$ cat config.mk
export PLATFORM = sky130hd
export DESIGN_NAME = gene_line_assembler
export DESIGN_NICKNAME = d
export VERILOG_FILES = /design/src/rtl/gene_line_assembler.sv
export SDC_FILE = /design/constraint.sdc
export NUM_CORES = 1
export LEC_CHECK = 0
export BUFFER_PORTS_ARGS = -buffer_cell sky130_fd_sc_hd__buf_2
export CORE_AREA = 2 2 318 320
export DETAILED_ROUTE_END_ITERATION = 10
export DIE_AREA = 0 0 320 322
export GPL_TIMING_DRIVEN = 0
export MAX_ROUTING_LAYER = met4
export SLEW_MARGIN = 20
export SYNTH_ARGS = -nofsm -noshare
export SYNTH_HDL_FRONTEND = slang
export SYNTH_SLANG_ARGS = --single-unit
$ cat constraint.sdc
create_clock -name clk -period 2.42 [get_ports clk]
set_input_delay 0.605 -clock clk [delete_from_list [all_inputs] [get_ports clk]]
set_output_delay 0.605 -clock clk [all_outputs]
set_load 0.02 [all_outputs]
$ cat src/rtl/gene_line_assembler.sv
// FASTA byte-stream to fixed-width base line assembler feeding the line compressor.
// Optional GENE_CASE_FOLD_EN: fold stored lowercase letters to uppercase.
module gene_line_assembler #(
    parameter int         LINE_BASES = 100,
    parameter logic [7:0] PAD_CHAR   = 8'h41
) (
    input  logic                    clk,
    input  logic                    rst_n,
    input  logic [7:0]              in_byte,
    input  logic                    in_valid,
    output logic                    in_ready,
    input  logic                    in_last,
    output logic [LINE_BASES*8-1:0] line_data,
    output logic                    line_valid,
    input  logic                    line_ready,
    output logic [6:0]              line_count,
    output logic                    line_last,
    output logic                    stream_done
);

    localparam logic [6:0] FULL_COUNT = 7'(LINE_BASES);
    localparam logic [7:0] CHAR_LF    = 8'h0A;
    localparam logic [7:0] CHAR_CR    = 8'h0D;
    localparam logic [7:0] CHAR_GT    = 8'h3E;

    typedef enum logic [1:0] {
        ST_COLLECT = 2'd0,
        ST_HEADER  = 2'd1,
        ST_HOLD    = 2'd2
    } state_e;

    state_e                  state_q, state_d;
    logic                    sol_q, sol_d;
    logic [6:0]              count_q, count_d;
    logic [LINE_BASES*8-1:0] buf_q, buf_d;
    logic                    line_valid_q, line_valid_d;
    logic                    line_last_q, line_last_d;
    logic                    stream_done_q, stream_done_d;
    logic                    in_ready_q, in_ready_d;

    logic                    accept_s;
    logic                    is_data_s;
    logic [7:0]              store_byte_s;
    logic [6:0]              count_inc_s;

    function automatic logic [7:0] fold_byte(input logic [7:0] b);
`ifdef GENE_CASE_FOLD_EN
        if ((b >= 8'h61) && (b <= 8'h7A)) begin
            fold_byte = b - 8'h20;
        end else begin
            fold_byte = b;
        end
`else
        fold_byte = b;
`endif
    endfunction

    // Next-state, buffer write and output-register computation.
    always_comb begin
        accept_s      = in_valid & in_ready_q;
        store_byte_s  = fold_byte(in_byte);
        count_inc_s   = count_q + 7'd1;
        is_data_s     = (in_byte != CHAR_LF) && (in_byte != CHAR_CR) &&
                        !((in_byte == CHAR_GT) && sol_q);
        state_d       = state_q;
        sol_d         = sol_q;
        count_d       = count_q;
        buf_d         = buf_q;
        line_last_d   = line_last_q;
        stream_done_d = accept_s & in_last;

        case (state_q)
            ST_COLLECT: begin
                if (accept_s) begin
                    if (is_data_s) begin
                        for (int k = 0; k < LINE_BASES; k++) begin
                            if (count_q == 7'(k)) begin
                                buf_d[k*8 +: 8] = store_byte_s;
                            end else begin
                                buf_d[k*8 +: 8] = buf_q[k*8 +: 8];
                            end
                        end
                        count_d = count_inc_s;
                        sol_d   = 1'b0;
                        if (count_inc_s == FULL_COUNT) begin
                            state_d     = ST_HOLD;
                            line_last_d = in_last;
                        end else if (in_last) begin
                            state_d     = ST_HOLD;
                            line_last_d = 1'b1;
                        end else begin
                            state_d = ST_COLLECT;
                        end
                    end else begin
                        if (in_byte == CHAR_LF) begin
                            sol_d = 1'b1;
                        end else begin
                            sol_d = sol_q;
                        end
                        // A closing stream flushes a partial line even on a dropped byte.
                        if (in_last && (count_q != 7'd0)) begin
                            state_d     = ST_HOLD;
                            line_last_d = 1'b1;
                        end else if (!in_last && (in_byte == CHAR_GT)) begin
                            state_d = ST_HEADER;
                        end else begin
                            state_d = ST_COLLECT;
                        end
                    end
                    if (in_last) begin
                        sol_d = 1'b1;
                    end else begin
                        sol_d = sol_d;
                    end
                end else begin
                    state_d = ST_COLLECT;
                end
            end
            ST_HEADER: begin
                if (accept_s && in_last) begin
                    sol_d = 1'b1;
                    if (count_q != 7'd0) begin
                        state_d     = ST_HOLD;
                        line_last_d = 1'b1;
                    end else begin
                        state_d = ST_COLLECT;
                    end
                end else if (accept_s && (in_byte == CHAR_LF)) begin
                    sol_d   = 1'b1;
                    state_d = ST_COLLECT;
                end else begin
                    state_d = ST_HEADER;
                end
            end
            ST_HOLD: begin
                if (line_valid_q && line_ready) begin
                    buf_d       = {LINE_BASES{PAD_CHAR}};
                    count_d     = 7'd0;
                    line_last_d = 1'b0;
                    state_d     = ST_COLLECT;
                end else begin
                    state_d = ST_HOLD;
                end
            end
            default: begin
                state_d = ST_COLLECT;
            end
        endcase

        line_valid_d = (state_d == ST_HOLD);
        in_ready_d   = (state_d != ST_HOLD);
    end

    // State and output registers.
    always_ff @(posedge clk or negedge rst_n) begin
        if (!rst_n) begin
            state_q       <= ST_COLLECT;
            sol_q         <= 1'b1;
            count_q       <= 7'd0;
            buf_q         <= {LINE_BASES{PAD_CHAR}};
            line_valid_q  <= 1'b0;
            line_last_q   <= 1'b0;
            stream_done_q <= 1'b0;
            in_ready_q    <= 1'b0;
        end else begin
            state_q       <= state_d;
            sol_q         <= sol_d;
            count_q       <= count_d;
            buf_q         <= buf_d;
            line_valid_q  <= line_valid_d;
            line_last_q   <= line_last_d;
            stream_done_q <= stream_done_d;
            in_ready_q    <= in_ready_d;
        end
    end

    assign in_ready    = in_ready_q;
    assign line_data   = buf_q;
    assign line_valid  = line_valid_q;
    assign line_count  = count_q;
    assign line_last   = line_last_q;
    assign stream_done = stream_done_q;

endmodule

==> results of run 1 <==
per-layer routing:
| metal | vias up | GRT usage [%] | wire length [µm] | part of all wire (%) |
|---|---|---|---|---|
| li1 | 10200 | - | - | - |
| met3 | 193 | 5.55 | 7760 | 6.2 |
| met4 | 0 | 9.14 | 4370 | 3.5 |
| met5 | - | - | 0 | 0 |
| met2 | 804 | 38.4 | 60600 | 48 |
| met1 | 12100 | 30.1 | 52400 | 42 |
timing repair:
action                                 CTS  global route
setup buffers                          143            25
endpoints found under the hold margin    9             0
hold buffers                             1             0
setup endpoints to repair              810           650
gates cloned                             1             5
pin swaps                               81            58
gates resized for setup                227           174
metrics by stage:
step	hold WS (ns)	setup TNS (ns)	power (mW)	worst slack, ns	instance area [µm²]
6_report	-0.0265	-2.15	75.1	-0.0777	47400
5_1_grt	0.0477	-8.83	78.5	-0.107	47400
4_1_cts	0.0139	-1.42	74.5	-0.0452	46500
3_5_place_dp	0.410	-662.17	57.0	-1.15	40700
3_3_place_gp	0.463	-	56.6	-18.71	40500
2_1_floorplan	0.309	-48.67	44.6	-0.135	34700
power by group:
part,switching (mW),internal (mW)
clock network,5.79,8.44
logic,21.0,15.7
registers,3.15,20.9
total,30.0,45.1
registers in the layout (all words and copies together) (netlist names):
register / count
line_last: 1
line_data: 800
state_q: 2
line_count: 7
in_ready: 1
line_valid: 1
sol_q: 1
stream_done: 1
cells by family after synthesis:
group                      share of synthesized area (%)
buffers and inverters                               2.19
and+or+nand+nor                                     4.69
AOI/OAI and AO/OA                                   7.79
adders and majority gates                          0.295
DFF                                                 60.8
muxes                                               24.3
how the worst min path moves through the flow:
stage               slack (ns)                  startpoint                         end  cells past startpoint
global placement          0.46  line_data[783]$_DFFE_PN0P_  line_data[783]$_DFFE_PN0P_                      1
CTS                       0.01                       rst_n  line_data[311]$_DFFE_PN0P_                      2
finish                   -0.03                       rst_n  line_data[770]$_DFFE_PN0P_                      2
floorplan                 0.31                       rst_n          in_ready$_DFF_PN0_                      0
global route              0.05                       rst_n  line_data[770]$_DFFE_PN0P_                      2
detailed placement        0.41                       rst_n  line_data[772]$_DFFE_PN0P_                      1
layout make-up:
class	count	area [µm²]
antenna	8	20.0
buffer	152	1170
clock buffer	146	2790
clock inverter	25	304
fill	8926	52100
inverter	8	35.0
multi-input combinational	1197	14100
sequential	814	20600
tap	1298	1620
timing repair buffer	1005	6760
cells in the final DEF, fill, tap and decap left out, types with 10 or more instances in the layout:
cell type  count
a21oi_4       72
a22o_1        78
buf_12        82
buf_2        832
buf_4         84
buf_6         36
clkbuf_1      59
clkbuf_16     99
clkbuf_2      39
clkbuf_4      14
clkbuf_8      31
clkinv_2      12
dfrtp_1      608
dfstp_2      201
mux2_2       390
mux2_4       313
nand2_1       17
nand2_2       15
nand3_1       12
nor2_1        29
nor2_2        10
o211ai_1      26
o41ai_4       13
or4_4         64
worst reg2reg max path, stage by stage, from the launching register on:
cell and delay, ns:
dfrtp_2 0.44, buf_6 0.13, ha_4 0.14, or3b_4 0.43, buf_6 0.14, or4_4 0.43, a21oi_4 0.16, buf_12 0.17
mux2_4 0.32
==> impl_metrics.py, run 1 <==
metrics = {
    "route": {
        "vias": 23300,
        "drt_iter0_drc": 1306,
        "drt_pass1_iterations": 6,
        "vias_per_cell": 5.00,
        "antenna_left": 0,
        "routed_wl_um": 125000,
        "wl_per_cell_um": 26.9,
        "drc": 0,
    },
    "sta": {
        "fin_crit_ns": 2.50,
        "setup_ws_ns": -0.0777,
        "tightest_slew_ns": 0.771,
        "drv_slew": 0,
        "rsz0062_at_grt": "true",
        "hold_viol": 5,
        "hold_ws_ns": -0.0265,
        "fin_crit_sh_pct": 103,
        "skew_ns": 0.0181,
        "max_slew_margin_pct": 48.6,
        "setup_viol": 91,
        "max_freq_mhz": 400,
    },
    "critical_path": {
        "cp_data_arrival_time_ns": 3.03,
        "cp_top_family": "simple AND/OR/NAND/NOR gates",
        "reg2reg_slack_ns": -0.08,
        "cpPeakStageDelay_ns": 0.44,
        "r2r_cells": 8,
        "path_cells": "buf_6 -> ha_4 -> or3b_4 -> buf_6 -> or4_4 -> a21oi_4 -> buf_12 -> mux2_4",
        "crit_slowest_cell": "dfrtp_2",
        "reg2reg_to": "line_data[778]$_DFFE_PN0P_",
        "cp-end-kind": "flop",
        "path_max_fanout": 8,
        "startpoint_type": "flop",
        "required_ns": 2.95,
        "crit_cells": 8,
        "cp-startpoint": "line_count[0]$_DFFE_PN0P_",
        "endpoint": "line_data[778]$_DFFE_PN0P_",
        "crit_top_cell": "buf_6",
        "critical_path_class": "reg -> reg",
        "reg2reg_from": "line_count[0]$_DFFE_PN0P_",
        "cp_num_buf_inv": 3,
    },
    "yosys": {
        "syn_area_per_cell_um2": 15.6,
        "synth_ff_type": "dfrtp_1",
        "synth_top_area_share_pct": 45.2,
        "synth.top_cells.by_count": "mux2_2, dfrtp_1, dfstp_2",
        "synth_nets": 2201,
        "ys_async_sr_fraction_pct": 100,
        "syn-instance-count": 2180,
        "synth_edf_count": 0,
        "synth.distinct_cells": 55,
        "synth.area.top_cells": "dfrtp_1, mux2_2, dfstp_2",
        "yosysSeqAreaShare_pct": 60.8,
        "yosysMostFrequentCell": "mux2_2",
        "ys_seq_elements": 814,
        "synth_top_area_cell": "dfrtp_1",
        "yosysWarningCount": 0,
        "syn_area_um2": 33900,
    },
    "final_layout": {
        "syn_to_final_growth_pct": 39.8,
        "utilization_pct": 47.7,
        "fin_cells": 4653,
        "drive_above_1_share_pct": 72.0,
        "nNetsFinal": 3290,
    },
    "global_routing": {
        "overflow": 0,
        "grt_pass1_wl_um": 175000,
        "antenna_found_initial": 7,
        "grt_usage_pct": 24.2,
        "grt_max_degree": 133,
        "grt_pass1_vias": 23700,
    },
    "clock_tree": {
        "insertion_delay_ns": 0.67,
        "clock_sinks": 814,
        "cts_made_buffers": 91,
        "clockBufferDepth": 3,
        "clockRootBuffer": "clkbuf_16",
        "cts.clk_slew.worst_paths_ns": 0.06,
        "htree_levels": 3,
        "cts_tree": "done",
    },
    "die": {
        "fp.dieH_um": 322,
        "die_w_um": 320,
        "rows": 116,
        "die-area_um2": 103000,
        "ios": 824,
        "coreArea_um2": 99600,
        "start_util_pct": 34.1,
    },
    "place": {
        "port_buffers": 823,
        "gp_congestion": 0.847,
        "place_inst": 4309,
        "hpwl_um": 87700,
    },
    "power_and_ir_drop": {
        "power-per-cell-area_nw_per_um2": 1580,
        "ir_drop_mv": 0.718,
        "p_leak_nw": 22.0,
    },
    "hold_path": {
        "hp-class": "in -> async",
    },
    "run": {
        "drv_cap": 0,
    },
    "outcome": {
        "violations": "negative hold slack, negative setup slack",
        "status": "complete, but fails checks",
    },
}
No activity file was read; power rests on OpenSTA's default activity.
==> run 2, diff against run 1 <==
==> constraint.sdc (replaced) <==
create_clock -name clk -period 2.42 [get_ports clk]
set_input_delay 0.726 -clock clk [delete_from_list [all_inputs] [get_ports clk]]
set_output_delay 0.726 -clock clk [all_outputs]
set_load 0.02 [all_outputs]
==> impl_metrics.py, run 2 (synthesized netlist as in run 1, its figures left out) <==
metrics = {
    "place": {
        "pre_cts_slack_ns": -1.06,
        "hpwl_um": 88400,
        "port_buffers": 823,
        "placed_area_um2": 41000,
        "gp_congestion": 0.860,
    },
    "outcome": {
        "violations": "negative setup slack",
        "status": "complete, but fails checks",
    },
    "global_routing": {
        "grt_usage_pct": 24.4,
        "grt_pass1_vias": 24100,
        "grt_pass1_wl_um": 178000,
        "grt_max_degree": 135,
        "overflow": 0,
        "antenna_found_initial": 9,
    },
    "critical_path": {
        "r2r_cells": 7,
        "startpoint_type": "flop",
        "critical_path_class": "reg -> reg",
        "cp-end-kind": "flop",
        "cp_data_arrival_time_ns": 3.04,
        "path_max_fanout": 8,
        "required_ns": 2.96,
    },
    "die": {
        "rows": 116,
        "coreArea_um2": 99600,
        "die-area_um2": 103000,
        "die_w_um": 320,
        "start_util_pct": 34.1,
        "ios": 824,
        "fp.dieH_um": 322,
    },
    "route": {
        "top_layer_used": "met4",
        "wl_met3_um": 7210,
        "antenna_left": 0,
        "wl_met2_um": 60400,
        "drc": 0,
        "vias": 23500,
        "wl_per_cell_um": 26.9,
        "drt_iter0_drc": 1374,
        "vias_per_cell": 5.04,
        "routed_wl_um": 125000,
        "drt_pass1_iterations": 5,
        "wl_met1_um": 52800,
    },
    "sta": {
        "fin_crit_sh_pct": 103,
        "max_freq_mhz": 400,
        "hold_viol": 0,
        "hold_ws_ns": 0.0634,
        "tightest_slew_ns": 0.778,
        "rsz0062_at_grt": "true",
        "setup_viol": 118,
        "setup_ws_ns": -0.0809,
        "skew_ns": 0.0328,
        "max_slew_margin_pct": 48.2,
        "drv_slew": 0,
        "fin_tns_setup_ns": -2.93,
        "fin_crit_ns": 2.50,
    },
    "power_and_ir_drop": {
        "seqPwrFrac_pct": 32.0,
        "p_sw_mw": 30.3,
        "power_frac_comb_pct": 49.6,
        "power.share.switching_pct": 40.1,
        "p_leak_nw": 22.4,
        "power-per-cell-area_nw_per_um2": 1580,
        "internal_power_mw": 45.2,
        "clkPwrFrac_pct": 18.4,
        "power.total_mw": 75.5,
        "ir_drop_mv": 0.921,
    },
    "final_layout": {
        "mostFrequentLayoutCell": "buf_2",
        "largest_register_ffs": 800,
        "postLayoutCellArea_um2": 47900,
        "drive_above_1_share_pct": 72.2,
        "syn_to_final_growth_pct": 41.3,
        "nNetsFinal": 3302,
        "layout_common_cells": "buf_2, dfrtp_1, mux2_4, mux2_2, dfstp_2",
    },
    "clock_tree": {
        "clockBufferDepth": 3,
        "clock_sinks": 814,
        "cts.clk_slew.worst_paths_ns": 0.06,
        "clockRootBuffer": "clkbuf_16",
        "cts_tree": "done",
        "htree_levels": 3,
        "insertion_delay_ns": 0.68,
        "cts_made_buffers": 90,
    },
    "hold_path": {
        "hp-class": "in -> async",
    },
    "run": {
        "drv_cap": 0,
    },
}
## run 2: changes by cell type in the layout (fill, tap and decap cells not counted), sizes merged
cell | previous run | this run
buf | 1057 | 1076
clkbuf | 242 | 226
clkinv | 15 | 23
diode | 8 | 5
inv | 11 | 14
bufinv | 5 | 3
clkdlybuf4s15 | 3 | 4
clkinvlp | 2 | 1
dlygate4sd3 | 1 | 0
## run 2: worst max-delay path, cell delays in order (launching register included)
cell and delay, ns:
dfrtp_2 0.43, buf_6 0.14, ha_4 0.14, or3b_4 0.46, or4_4 0.56, a21oi_4 0.16
buf_12 0.16, mux2_4 0.30
## run 2: layout make-up
class / instances / area (µm²)
fill: 8789 / 51600
sequential: 814 / 20600
multi-input combinational: 1197 / 14500
timing repair buffer: 1018 / 6960
clock buffer: 136 / 2660
tap: 1298 / 1620
buffer: 152 / 1230
clock inverter: 33 / 339
inverter: 8 / 35.0
antenna: 5 / 12.5
## run 2: worst paths after layout
| check | start | slack, ns | end |
|---|---|---|---|
| worst max-delay path | line_count[0]$_DFFE_PN0P_ | -0.08 | line_data[394]$_DFFE_PN0P_ |
| worst min-delay path | rst_n | 0.06 | line_data[704]$_DFFE_PN1P_ |
| worst max register to register | line_count[0]$_DFFE_PN0P_ | -0.08 | line_data[394]$_DFFE_PN0P_ |
| worst min register to register | line_data[791]$_DFFE_PN0P_ | 0.48 | line_data[791]$_DFFE_PN0P_ |
| max in group asynchronous | rst_n | 0.51 | line_data[122]$_DFFE_PN0P_ |
| min in group clk | in_valid | 0.44 | sol_q$_DFFE_PN1P_ |
## run 2: routing by layer
layer | vias up | track usage, %
met2 | 832 | 39.4
met4 | 0 | 9.03
met1 | 12300 | 29.9
met5 | - | -
met3 | 221 | 5.46
li1 | 10100 | -
## run 2: per-stage QoR
| stage | util (%) | std cells |
|---|---|---|
| after detailed placement | 41.2 | 4308 |
| after CTS | 47.4 | 4627 |
| after global placement | 40.9 | 4301 |
| after floorplan | - | 2180 |
| final | 48.1 | 4661 |
| after global routing | 48.1 | 4660 |
## run 2: power by group through the flow
stage          Combinational, mW  Clock (mW)  Sequential (mW)
5_1_grt                     39.2        14.7             24.9
3_5_place_dp                33.2           0             24.2
2_1_floorplan               13.2           0             31.7
3_3_place_gp                32.9           0             24.1
4_1_cts                     36.7        14.2             24.1
6_report                    37.5        13.9             24.2
## run 2: timing repair
action | 4_1_cts | 5_1_grt
cloned | 2 | 6
setup endpoints to repair | 809 | 762
pin swaps | 76 | 60
gates resized for setup | 305 | 140
buffers inserted | 154 | 26
hold buffers | 1 | 0
hold endpoints to repair | 52 | 0
==> run 3, diff against run 2 <==
--- a/config.mk
+++ b/config.mk
@@ -6,11 +6,14 @@
 export NUM_CORES = 1
 export LEC_CHECK = 0
 export BUFFER_PORTS_ARGS = -buffer_cell sky130_fd_sc_hd__buf_2
-export CORE_AREA = 2 2 318 320
+export CELL_PAD_IN_SITES_DETAIL_PLACEMENT = 1
+export CELL_PAD_IN_SITES_GLOBAL_PLACEMENT = 1
+export CORE_AREA = 2 2 322 324
 export DETAILED_ROUTE_END_ITERATION = 10
-export DIE_AREA = 0 0 320 322
+export DIE_AREA = 0 0 324 326
 export GPL_TIMING_DRIVEN = 0
 export MAX_ROUTING_LAYER = met4
+export PLACE_DENSITY_LB_ADDON = 0.1
 export SLEW_MARGIN = 20
 export SYNTH_ARGS = -nofsm -noshare
 export SYNTH_HDL_FRONTEND = slang
==> impl_metrics.py, run 3 (synthesized netlist as in run 1, its figures left out) <==
metrics = {
    "power_and_ir_drop": {
        "internal_power_mw": 46.2,
        "p_leak_nw": 22.6,
        "power.share.switching_pct": 40.2,
        "power_frac_comb_pct": 49.1,
        "p_sw_mw": 31.0,
        "power.total_mw": 77.2,
        "power-per-cell-area_nw_per_um2": 1590,
        "clkPwrFrac_pct": 19.3,
        "ir_drop_mv": 0.696,
        "seqPwrFrac_pct": 31.6,
    },
    "final_layout": {
        "largest_register_ffs": 800,
        "nNetsFinal": 3300,
        "syn_to_final_growth_pct": 42.8,
        "drive_above_1_share_pct": 72.8,
        "layout_common_cells": "buf_2, dfrtp_1, mux2_4, mux2_2, dfstp_2",
        "mostFrequentLayoutCell": "buf_2",
    },
    "clock_tree": {
        "cts.clk_slew.worst_paths_ns": 0.06,
        "clock_sinks": 814,
        "clockBufferDepth": 3,
        "cts_made_buffers": 94,
        "clockRootBuffer": "clkbuf_16",
        "insertion_delay_ns": 0.66,
        "htree_levels": 3,
        "cts_tree": "done",
    },
    "critical_path": {
        "reg2reg_from": "line_count[0]$_DFFE_PN0P_",
        "cp_data_arrival_time_ns": 3.06,
        "cp-end-kind": "flop",
        "critical_path_class": "reg -> reg",
        "startpoint_type": "flop",
        "path_max_fanout": 8,
        "cp-startpoint": "line_count[0]$_DFFE_PN0P_",
        "required_ns": 2.95,
    },
    "outcome": {
        "violations": "negative setup slack",
        "status": "complete, but fails checks",
    },
    "sta": {
        "tightest_slew_ns": 0.970,
        "fin_crit_sh_pct": 105,
        "hold_viol": 0,
        "setup_ws_ns": -0.111,
        "drv_slew": 0,
        "max_freq_mhz": 395,
        "fin_crit_ns": 2.53,
        "skew_ns": 0.0201,
        "rsz0062_at_grt": "true",
        "setup_viol": 189,
        "max_slew_margin_pct": 35.1,
        "hold_ws_ns": 0.111,
    },
    "die": {
        "fp.dieH_um": 326,
        "die-area_um2": 106000,
        "start_util_pct": 33.1,
        "coreArea_um2": 103000,
        "die_w_um": 324,
        "ios": 824,
        "rows": 118,
    },
    "global_routing": {
        "grt_max_degree": 95,
        "grt_usage_pct": 25.7,
        "grt_pass1_vias": 25800,
        "antenna_found_initial": 8,
        "grt_pass1_wl_um": 191000,
        "overflow": 0,
    },
    "route": {
        "antenna_left": 0,
        "vias_per_cell": 4.99,
        "vias": 23700,
        "wl_per_cell_um": 28.4,
        "drt_iter0_drc": 1074,
        "routed_wl_um": 135000,
        "drt_pass1_iterations": 5,
        "drc": 0,
    },
    "run": {
        "drv_cap": 0,
    },
    "place": {
        "hpwl_um": 96100,
        "port_buffers": 823,
        "pre_cts_slack_ns": -1.25,
        "gp_congestion": 0.853,
    },
    "hold_path": {
        "hp-class": "in -> async",
    },
}
run 3: cell count changes in the layout (fill, tap and decap cells not counted), moves of 6 or more:
cell and delta:
clkbuf_2 +6, mux2_4 +40, nor2_2 +6, buf_4 -14, mux2_2 -36, buf_12 +7, clkbuf_8 +6, clkbuf_1 -8
run 3: power groups by stage:
| stage | combinational (mW) | sequential [mW] | clock [mW] |
|---|---|---|---|
| global route | 39.7 | 25.2 | 15.9 |
| CTS | 37.1 | 24.3 | 15.3 |
| detailed placement | 33.7 | 24.4 | 0 |
| floorplan | 13.2 | 31.7 | 0 |
| finish | 37.9 | 24.4 | 14.9 |
| global placement | 33.2 | 24.2 | 0 |
run 3: final cells by class:
cell class              count  area, µm²
fillers                 10300      54200
flip-flops and latches    814      20600
multi-input cells        1197      14600
repair buffers           1010       6890
clock buffers             141       2860
well taps                1380       1730
plain buffers             154       1260
clock inverters            36        403
inverters                   8       35.0
diodes                      5       12.5
run 3: metrics by stage:
step	utilization [%]	cells	instance area (µm²)	setup TNS (ns)
after floorplan	-	2180	35000	-110.86
after global placement	39.8	4383	40900	-
after detailed placement	40.1	4392	41100	-672.57
after CTS	46.3	4708	47500	-1.77
after global routing	47.2	4745	48400	-19.52
final	47.2	4745	48400	-6.01
run 3: worst paths after layout:
kind / end / slack [ns] / depth (start not counted)
max: line_data[402]$_DFFE_PN0P_ / -0.11 / 7
min: line_data[14]$_DFFE_PN1P_ / 0.11 / 1
max reg2reg: line_data[402]$_DFFE_PN0P_ / -0.11 / 7
min reg2reg: sol_q$_DFFE_PN1P_ / 0.49 / 2
min in group clk: sol_q$_DFFE_PN1P_ / 0.44 / 4
max in group asynchronous: line_data[542]$_DFFE_PN1P_ / 0.54 / 5
run 3: per-layer routing:
metal	global-route usage, %	share of wire (%)	vias to the layer above
met5	-	0	-
met2	42.7	50	739
li1	-	-	10100
met1	29.9	40	12600
met4	10.5	4.3	0
met3	5.59	5.8	236
run 3: critical path, stage by stage (launching register included):
cell,delay (ns)
dfrtp_2,0.47
inv_4,0.10
ha_4,0.17
or3b_4,0.45
or4_4,0.55
a21oi_4,0.18
buf_12,0.16
mux2_4,0.30
run 3: repair_timing:
action,4_1_cts,5_1_grt
gates resized for setup,297,186
hold buffers,0,2
endpoints found under the hold margin,0,32
setup buffers,144,28
endpoints found under the setup margin,810,798
gates cloned,2,2
pin swaps,90,67
